## config.mk

```make
export PLATFORM = sky130hd
export DESIGN_NAME = output_channel_buffer_array_flat
export DESIGN_NICKNAME = d
export VERILOG_FILES = /design/src/rtl/output_channel_buffer_array_if.sv /design/src/rtl/output_channel_buffer_array.sv /design/src/flat_wrapper.sv
export SDC_FILE = /design/constraint.sdc
export NUM_CORES = 1
export LEC_CHECK = 0
export BUFFER_PORTS_ARGS = -buffer_cell sky130_fd_sc_hd__buf_4
export CORE_ASPECT_RATIO = 0.5
export CORE_UTILIZATION = 45
export CTS_CLUSTER_SIZE = 20
export DETAILED_ROUTE_END_ITERATION = 10
export GPL_ROUTABILITY_DRIVEN = 0
export PLACE_DENSITY_LB_ADDON = 0.15
export SETUP_SLACK_MARGIN = 0.1
export SLEW_MARGIN = 0
export SYNTH_ARGS = -nofsm -noshare
export SYNTH_HDL_FRONTEND = slang
export SYNTH_HIERARCHICAL = 1
export SYNTH_SLANG_ARGS = --single-unit
```

## constraint.sdc

```tcl
create_clock -name clk -period 1.9 [get_ports clk]
set_input_delay 0.095 -clock clk [delete_from_list [all_inputs] [get_ports clk]]
set_output_delay 0.095 -clock clk [all_outputs]
set_load 0.02 [all_outputs]
```

## src/rtl/output_channel_buffer_array_if.sv

```systemverilog
// Writeback-to-interconnect bus for the output channel buffer array: enqueue side plus per-channel drain side.
// Latency: none, this is wiring only.
// Backpressure: per-channel deq_ready from the consumer; the enqueue side relies on the producer respecting counts.

`ifndef TIA_NUM_OUTPUT_CHANNELS
`define TIA_NUM_OUTPUT_CHANNELS 4
`endif
`ifndef TIA_WORD_WIDTH
`define TIA_WORD_WIDTH 32
`endif
`ifndef TIA_TAG_WIDTH
`define TIA_TAG_WIDTH 3
`endif
`ifndef TIA_CHANNEL_BUFFER_COUNT_WIDTH
`define TIA_CHANNEL_BUFFER_COUNT_WIDTH 3
`endif

interface output_channel_buffer_array_if #(
    parameter int NUM_CHANNELS = `TIA_NUM_OUTPUT_CHANNELS,
    parameter int WORD_WIDTH   = `TIA_WORD_WIDTH,
    parameter int TAG_WIDTH    = `TIA_TAG_WIDTH,
    parameter int COUNT_WIDTH  = `TIA_CHANNEL_BUFFER_COUNT_WIDTH
);
    // Enqueue side (writeback stage)
    logic                                     enq_valid;
    logic [NUM_CHANNELS-1:0]                  enq_oci;
    logic [WORD_WIDTH-1:0]                    enq_data;
    logic [TAG_WIDTH-1:0]                     enq_tag;

    // Drain side (interconnect), one lane per channel
    logic [NUM_CHANNELS-1:0]                  deq_valid;
    logic [NUM_CHANNELS-1:0]                  deq_ready;
    logic [NUM_CHANNELS-1:0][WORD_WIDTH-1:0]  deq_data;
    logic [NUM_CHANNELS-1:0][TAG_WIDTH-1:0]   deq_tag;

    // Status towards the full-status updater
    logic [NUM_CHANNELS-1:0][COUNT_WIDTH-1:0] output_channel_counts;
    logic [NUM_CHANNELS-1:0]                  overflow_error;

    // Environment side: drives writes and drain readiness, observes heads and status
    modport master (
        output enq_valid, enq_oci, enq_data, enq_tag, deq_ready,
        input  deq_valid, deq_data, deq_tag, output_channel_counts, overflow_error
    );

    // Buffer side
    modport slave (
        input  enq_valid, enq_oci, enq_data, enq_tag, deq_ready,
        output deq_valid, deq_data, deq_tag, output_channel_counts, overflow_error
    );
endinterface

```

## src/rtl/output_channel_buffer_array.sv

```systemverilog
// Per-channel output FIFO array with OCI-mask multicast writes; optional sticky overflow via TIA_OUTPUT_CHANNEL_OVERFLOW_CHECK_EN.
// Latency: 1 cycle from enqueue edge to deq_valid/count; no same-cycle enqueue-to-dequeue bypass.
// Backpressure: per-channel deq_ready drains heads; a full channel accepts a write only if it dequeues that cycle.

`ifndef TIA_NUM_OUTPUT_CHANNELS
`define TIA_NUM_OUTPUT_CHANNELS 4
`endif
`ifndef TIA_CHANNEL_BUFFER_FIFO_DEPTH
`define TIA_CHANNEL_BUFFER_FIFO_DEPTH 4
`endif
`ifndef TIA_WORD_WIDTH
`define TIA_WORD_WIDTH 32
`endif
`ifndef TIA_TAG_WIDTH
`define TIA_TAG_WIDTH 3
`endif
`ifndef TIA_CHANNEL_BUFFER_COUNT_WIDTH
`define TIA_CHANNEL_BUFFER_COUNT_WIDTH 3
`endif

// Generic circular FIFO with non-power-of-two depth and a registered occupancy count.
// Latency: 1 cycle write-to-read; head is read combinationally from storage.
// Backpressure: deq_rdy pops the head; when full, a push is taken only alongside a same-cycle pop, else flagged on enq_rej.
module output_channel_fifo #(
    parameter int DEPTH       = 4,
    parameter int DATA_WIDTH  = 8,
    parameter int COUNT_WIDTH = 3
) (
    input  logic                   clk,
    input  logic                   reset_n,
    input  logic                   enq_vld,
    input  logic [DATA_WIDTH-1:0]  enq_dat,
    output logic                   enq_rej,
    output logic                   deq_vld,
    input  logic                   deq_rdy,
    output logic [DATA_WIDTH-1:0]  deq_dat,
    output logic [COUNT_WIDTH-1:0] count
);
    localparam int PTR_WIDTH = (DEPTH > 1) ? $clog2(DEPTH) : 1;
    localparam logic [PTR_WIDTH-1:0]   LAST_PTR   = PTR_WIDTH'(DEPTH - 1);
    localparam logic [COUNT_WIDTH-1:0] FULL_COUNT = COUNT_WIDTH'(DEPTH);
    localparam logic [COUNT_WIDTH-1:0] COUNT_ONE  = COUNT_WIDTH'(1);

    logic [DATA_WIDTH-1:0] mem [DEPTH];
    logic [PTR_WIDTH-1:0]  rd_ptr;
    logic [PTR_WIDTH-1:0]  wr_ptr;
    logic                  deq_fire;
    logic                  enq_fire;
    logic                  can_accept;

    // Pointers wrap explicitly at DEPTH-1 so any depth works, not just powers of two
    function automatic logic [PTR_WIDTH-1:0] ptr_inc(input logic [PTR_WIDTH-1:0] p);
        return (p == LAST_PTR) ? '0 : p + PTR_WIDTH'(1);
    endfunction

    // Head is valid only from stored state, so a write never shows up in its own cycle
    assign deq_vld    = (count != '0);
    assign deq_dat    = mem[rd_ptr];
    assign deq_fire   = deq_vld & deq_rdy;
    // A full channel frees a slot when its head leaves in the same cycle
    assign can_accept = (count < FULL_COUNT) | deq_fire;
    assign enq_fire   = enq_vld & can_accept;
    assign enq_rej    = enq_vld & ~can_accept;

    // Storage write; contents need no reset because count gates visibility
    always_ff @(posedge clk) begin
        if (enq_fire) begin
            mem[wr_ptr] <= enq_dat;
        end
    end

    // Pointer and occupancy bookkeeping; simultaneous push+pop leaves count unchanged
    always_ff @(posedge clk or negedge reset_n) begin
        if (!reset_n) begin
            rd_ptr <= '0;
            wr_ptr <= '0;
            count  <= '0;
        end else begin
            if (enq_fire) begin
                wr_ptr <= ptr_inc(wr_ptr);
            end
            if (deq_fire) begin
                rd_ptr <= ptr_inc(rd_ptr);
            end
            if (enq_fire && !deq_fire) begin
                count <= count + COUNT_ONE;
            end else if (deq_fire && !enq_fire) begin
                count <= count - COUNT_ONE;
            end
        end
    end
endmodule

// Output channel buffer array top: one FIFO per channel, multicast fan-out of each write by OCI mask.
// Latency: 1 cycle enqueue to visibility on deq_valid and output_channel_counts.
// Backpressure: each channel drains on its own deq_ready; rejected writes are dropped per channel without blocking others.
module output_channel_buffer_array #(
    parameter int NUM_CHANNELS = `TIA_NUM_OUTPUT_CHANNELS,
    parameter int DEPTH        = `TIA_CHANNEL_BUFFER_FIFO_DEPTH,
    parameter int WORD_WIDTH   = `TIA_WORD_WIDTH,
    parameter int TAG_WIDTH    = `TIA_TAG_WIDTH,
    parameter int COUNT_WIDTH  = `TIA_CHANNEL_BUFFER_COUNT_WIDTH
) (
    input  logic                         clk,
    input  logic                         reset_n,
    output_channel_buffer_array_if.slave bus
);
    // Tag and payload travel together as one stored entry
    typedef struct packed {
        logic [TAG_WIDTH-1:0]  tag;
        logic [WORD_WIDTH-1:0] data;
    } entry_t;

    localparam int ENTRY_WIDTH = $bits(entry_t);

    entry_t                  enq_entry;
    entry_t                  head     [NUM_CHANNELS];
    logic                    head_vld [NUM_CHANNELS];
    logic [COUNT_WIDTH-1:0]  count    [NUM_CHANNELS];
    logic                    rej      [NUM_CHANNELS];
    logic [NUM_CHANNELS-1:0] rej_vec;

    assign enq_entry = '{tag: bus.enq_tag, data: bus.enq_data};

    // Each selected channel decides on its own whether the write fits
    for (genvar i = 0; i < NUM_CHANNELS; i++) begin : g_chan
        output_channel_fifo #(
            .DEPTH       (DEPTH),
            .DATA_WIDTH  (ENTRY_WIDTH),
            .COUNT_WIDTH (COUNT_WIDTH)
        ) u_fifo (
            .clk     (clk),
            .reset_n (reset_n),
            .enq_vld (bus.enq_valid & bus.enq_oci[i]),
            .enq_dat (enq_entry),
            .enq_rej (rej[i]),
            .deq_vld (head_vld[i]),
            .deq_rdy (bus.deq_ready[i]),
            .deq_dat (head[i]),
            .count   (count[i])
        );
    end

    // Gather per-channel heads and counts onto the bus lanes
    always_comb begin
        bus.deq_valid             = '0;
        bus.deq_data              = '0;
        bus.deq_tag               = '0;
        bus.output_channel_counts = '0;
        rej_vec                   = '0;
        for (int i = 0; i < NUM_CHANNELS; i++) begin
            bus.deq_valid[i]             = head_vld[i];
            bus.deq_data[i]              = head[i].data;
            bus.deq_tag[i]               = head[i].tag;
            bus.output_channel_counts[i] = count[i];
            rej_vec[i]                   = rej[i];
        end
    end

`ifdef TIA_OUTPUT_CHANNEL_OVERFLOW_CHECK_EN
    logic [NUM_CHANNELS-1:0] overflow_q;

    // A dropped write means upstream ignored the counts; latch it until reset
    always_ff @(posedge clk or negedge reset_n) begin
        if (!reset_n) begin
            overflow_q <= '0;
        end else begin
            overflow_q <= overflow_q | rej_vec;
        end
    end

    assign bus.overflow_error = overflow_q;

    // Simulation-only alert for the upstream contract being broken
    a_no_overflow: assert property (@(posedge clk) disable iff (!reset_n) rej_vec == '0)
        else $warning("output_channel_buffer_array: write dropped on full channel mask %b", rej_vec);
`else
    // Rejected writes are still dropped by the FIFOs; no flag is kept
    logic unused_rej;
    assign unused_rej         = |rej_vec;
    assign bus.overflow_error = '0;
`endif
endmodule

```

## src/flat_wrapper.sv

```systemverilog
// flat-port wrapper written by rule: the top's interface ports become plain ports
module output_channel_buffer_array_flat 
#(
    parameter int NUM_CHANNELS = `TIA_NUM_OUTPUT_CHANNELS,
    parameter int DEPTH        = `TIA_CHANNEL_BUFFER_FIFO_DEPTH,
    parameter int WORD_WIDTH   = `TIA_WORD_WIDTH,
    parameter int TAG_WIDTH    = `TIA_TAG_WIDTH,
    parameter int COUNT_WIDTH  = `TIA_CHANNEL_BUFFER_COUNT_WIDTH
)
  (clk, reset_n, bus_enq_valid, bus_enq_oci, bus_enq_data, bus_enq_tag, bus_deq_ready, bus_deq_valid, bus_deq_data, bus_deq_tag, bus_output_channel_counts, bus_overflow_error);
  output_channel_buffer_array_if #(.NUM_CHANNELS(NUM_CHANNELS), .WORD_WIDTH(WORD_WIDTH), .TAG_WIDTH(TAG_WIDTH), .COUNT_WIDTH(COUNT_WIDTH)) bus_i ();
  input  logic clk;
  input  logic reset_n;
  input wire logic [$bits(bus_i.enq_valid)-1:0] bus_enq_valid;
  input wire logic [$bits(bus_i.enq_oci)-1:0] bus_enq_oci;
  input wire logic [$bits(bus_i.enq_data)-1:0] bus_enq_data;
  input wire logic [$bits(bus_i.enq_tag)-1:0] bus_enq_tag;
  input wire logic [$bits(bus_i.deq_ready)-1:0] bus_deq_ready;
  output wire logic [$bits(bus_i.deq_valid)-1:0] bus_deq_valid;
  output wire logic [$bits(bus_i.deq_data)-1:0] bus_deq_data;
  output wire logic [$bits(bus_i.deq_tag)-1:0] bus_deq_tag;
  output wire logic [$bits(bus_i.output_channel_counts)-1:0] bus_output_channel_counts;
  output wire logic [$bits(bus_i.overflow_error)-1:0] bus_overflow_error;
  assign bus_i.enq_valid = bus_enq_valid;
  assign bus_i.enq_oci = bus_enq_oci;
  assign bus_i.enq_data = bus_enq_data;
  assign bus_i.enq_tag = bus_enq_tag;
  assign bus_i.deq_ready = bus_deq_ready;
  assign bus_deq_valid = bus_i.deq_valid;
  assign bus_deq_data = bus_i.deq_data;
  assign bus_deq_tag = bus_i.deq_tag;
  assign bus_output_channel_counts = bus_i.output_channel_counts;
  assign bus_overflow_error = bus_i.overflow_error;
  output_channel_buffer_array #(.NUM_CHANNELS(NUM_CHANNELS), .DEPTH(DEPTH), .WORD_WIDTH(WORD_WIDTH), .TAG_WIDTH(TAG_WIDTH), .COUNT_WIDTH(COUNT_WIDTH)) u_core (.clk(clk), .reset_n(reset_n), .bus(bus_i));
endmodule
```

==> metrics.txt <==
pin count of the biggest net entering global routing=38; Avg WL per Cell=roughly 25 µm; Critical Path Max Stage Delay=between 0.5 and 0.6 ns; worst r2r dst=u_core/g_chan[3].u_fifo/count[2]; power density over the cells=1560 nW/µm²; maximum clock frequency=between 400 and 500 MHz; Final Max Tran Viols=0; global-route wire length before repair=between 70,000 and 80,000 µm; initial antenna violation count=0; Pleak=about 9.7 nW; CTS H-tree lvls=2; Post-Route WL=slightly below 50,000 µm; synth warn=6; Skew-Pair Late Insertion Delay=just under 0.6 ns; number of global-route vias before repair=~11,000; Final Hold Fails=0; RSZ-0062 raised after global routing=yes; clock root buffer=clkbuf_16; Arr. time, crit path=2.01 ns; synth-to-layout area growth=26.7%; share of cells above drive strength 1=between 40% and 50%; Antenna Nets Post-Route=0; GR Overflow Total=0; Final period util=111%; nets=between 1,000 and 1,500; MaxCap Viol Count=0; mean post-synth cell area=25.1 µm²; Die W=roughly 320 µm; overall routing resource usage=about 20%; clk sinks=approximately 590; n_diodes=0; critical path class=flop to primary output; Starting Density=between 40% and 50%; Reg2Reg Depth=8; Initial DRT Pass Iterations=4; Die Area=50,300 µm²; Post-Syn Instances=slightly below 900; HP Class=primary input to asynchronous set/reset pin; DRC viols=0; Post-Syn Area=around 22,000 µm²; maximum vdd drop=about 0.73 mV; Setup crit end kind=primary output; status=finished with violations; Worst R2R Start=u_core/g_chan[3].u_fifo/count[0]; CTS tree=built; crit start category=flop; total core area=48,600 µm²; Reg clk slew, reported paths=0.06 ns; PnR worst setup slack=-0.203 ns; via count=10,300; CTS Buf Count=52; DP Wirelength=between 20,000 and 30,000 µm; hold_ws=roughly 0.018 ns; Max Fanout on Critical Path=23; Crit-path slowest cell=mux4_2; DRT iter0 DRCs=around 740; Power, Total=~44 mW; CP required=roughly 1.8 ns; Die Y-Extent=around 160 µm; failing checks=negative setup slack; drt via density=roughly 5.3; CP cell instances=buf_12 > mux4_2 > buf_6; I/O Buffers=about 200; Clock Skews=roughly 0.029 ns; Rows=57; Period minus WS final=around 2.1 ns; Reg2Reg Setup Slack=-0.03 ns; deepest clock path buffer count=3; endpoints failing setup=roughly 140; IO Count=just over 200
metrics by stage:
| step | cells | util (%) | instance area [µm²] | TNS, ns | setup WS (ns) |
|---|---|---|---|---|---|
| 3_5_place_dp | 1764 | 51.6 | 25100 | -0.202 | -0.0604 |
| 3_3_place_gp | 1764 | 51.6 | 25100 | -0.00474 | -0.00474 |
| 2_1_floorplan | 888 | - | 22300 | -0.793 | -0.126 |
| 6_report | 1940 | 57.9 | 28200 | -19.70 | -0.203 |
| 4_1_cts | 1924 | 57.5 | 28000 | -23.33 | -0.240 |
| 5_1_grt | 1940 | 57.9 | 28200 | -30.20 | -0.274 |
critical path: cells and delay by family, from the launching register on:
kind     cells  cell delay (ns)
buf+inv      2             0.40
flops        1             0.42
mux          1             0.58
flip-flops by register name, summed over array words and instances, names as in the netlist:
name and cells:
u_core/g_chan.u_fifo/count 12, u_core/g_chan.u_fifo/mem 560, u_core/g_chan.u_fifo/rd_ptr 8, u_core/g_chan.u_fifo/wr_ptr 8
cell type report:
cell class / instances / area [µm²]
fillers: 3556 / 20500
flip-flops and latches: 588 / 17500
multi-input cells: 248 / 4280
repair buffers: 343 / 3810
clock buffers: 64 / 1390
well taps: 649 / 812
clock inverters: 32 / 280
inverters: 16 / 60.1
layout by cell type (no fill, tap or decap), types with 8 or more instances in the layout:
| cell type | instances |
|---|---|
| edfxtp_1 | 560 |
| buf_6 | 144 |
| mux4_2 | 140 |
| buf_4 | 115 |
| clkbuf_16 | 57 |
| dlygate4sd3_1 | 40 |
| buf_12 | 35 |
| ha_1 | 20 |
| mux2_2 | 17 |
| clkinv_1 | 16 |
| and2_2 | 16 |
| dfrtp_2 | 16 |
| inv_1 | 12 |
| nor2_1 | 12 |
| dfrtp_1 | 12 |
| clkbuf_1 | 10 |
| clkinv_2 | 9 |
| xor2_1 | 8 |
report_power, final:
| group | leakage (nW) | switching, mW | total [mW] | internal [mW] |
|---|---|---|---|---|
| logic | 3.46 | 8.51 | 17.3 | 8.78 |
| registers | 5.39 | 0.505 | 16.2 | 15.7 |
| clock network | 0.819 | 4.53 | 10.4 | 5.86 |
| total | 9.67 | 13.5 | 43.9 | 30.4 |
routing by layer:
layer	vias up	routed length (µm)	GRT usage, %
li1	4430	-	-
met3	58	2520	3.49
met5	-	0	0
met4	0	746	4.02
met1	5600	20600	26.9
met2	247	25000	33.0
timing repair:
| item | 4_1_cts | 5_1_grt |
|---|---|---|
| hold buffers | 40 | 0 |
| setup endpoints to repair | 148 | 148 |
| hold endpoints to repair | 592 | 0 |
| pin swaps | 14 | 6 |
| setup buffers | 18 | 13 |
| gates resized for setup | 184 | 9 |
| gates cloned | 6 | 4 |
worst max path at each step:
| stage | start | end | slack [ns] | cells after the start |
|---|---|---|---|---|
| 4_1_cts | u_core/g_chan[1].u_fifo/rd_ptr[0] | bus_deq_tag[4] | -0.24 | 5 |
| 3_5_place_dp | u_core/g_chan[3].u_fifo/count[1] | u_core/g_chan[3].u_fifo/count[2] | -0.06 | 8 |
| 3_3_place_gp | u_core/g_chan[2].u_fifo/count[1] | u_core/g_chan[2].u_fifo/count[2] | -0.005 | 8 |
| 6_report | u_core/g_chan[3].u_fifo/rd_ptr[0] | bus_deq_data[110] | -0.20 | 3 |
| 2_1_floorplan | u_core/g_chan[2].u_fifo/count[1] | u_core/g_chan[2].u_fifo/count[2] | -0.13 | 8 |
| 5_1_grt | u_core/g_chan[3].u_fifo/rd_ptr[0] | bus_deq_data[110] | -0.27 | 3 |
Power figures use the tool's default switching activity.
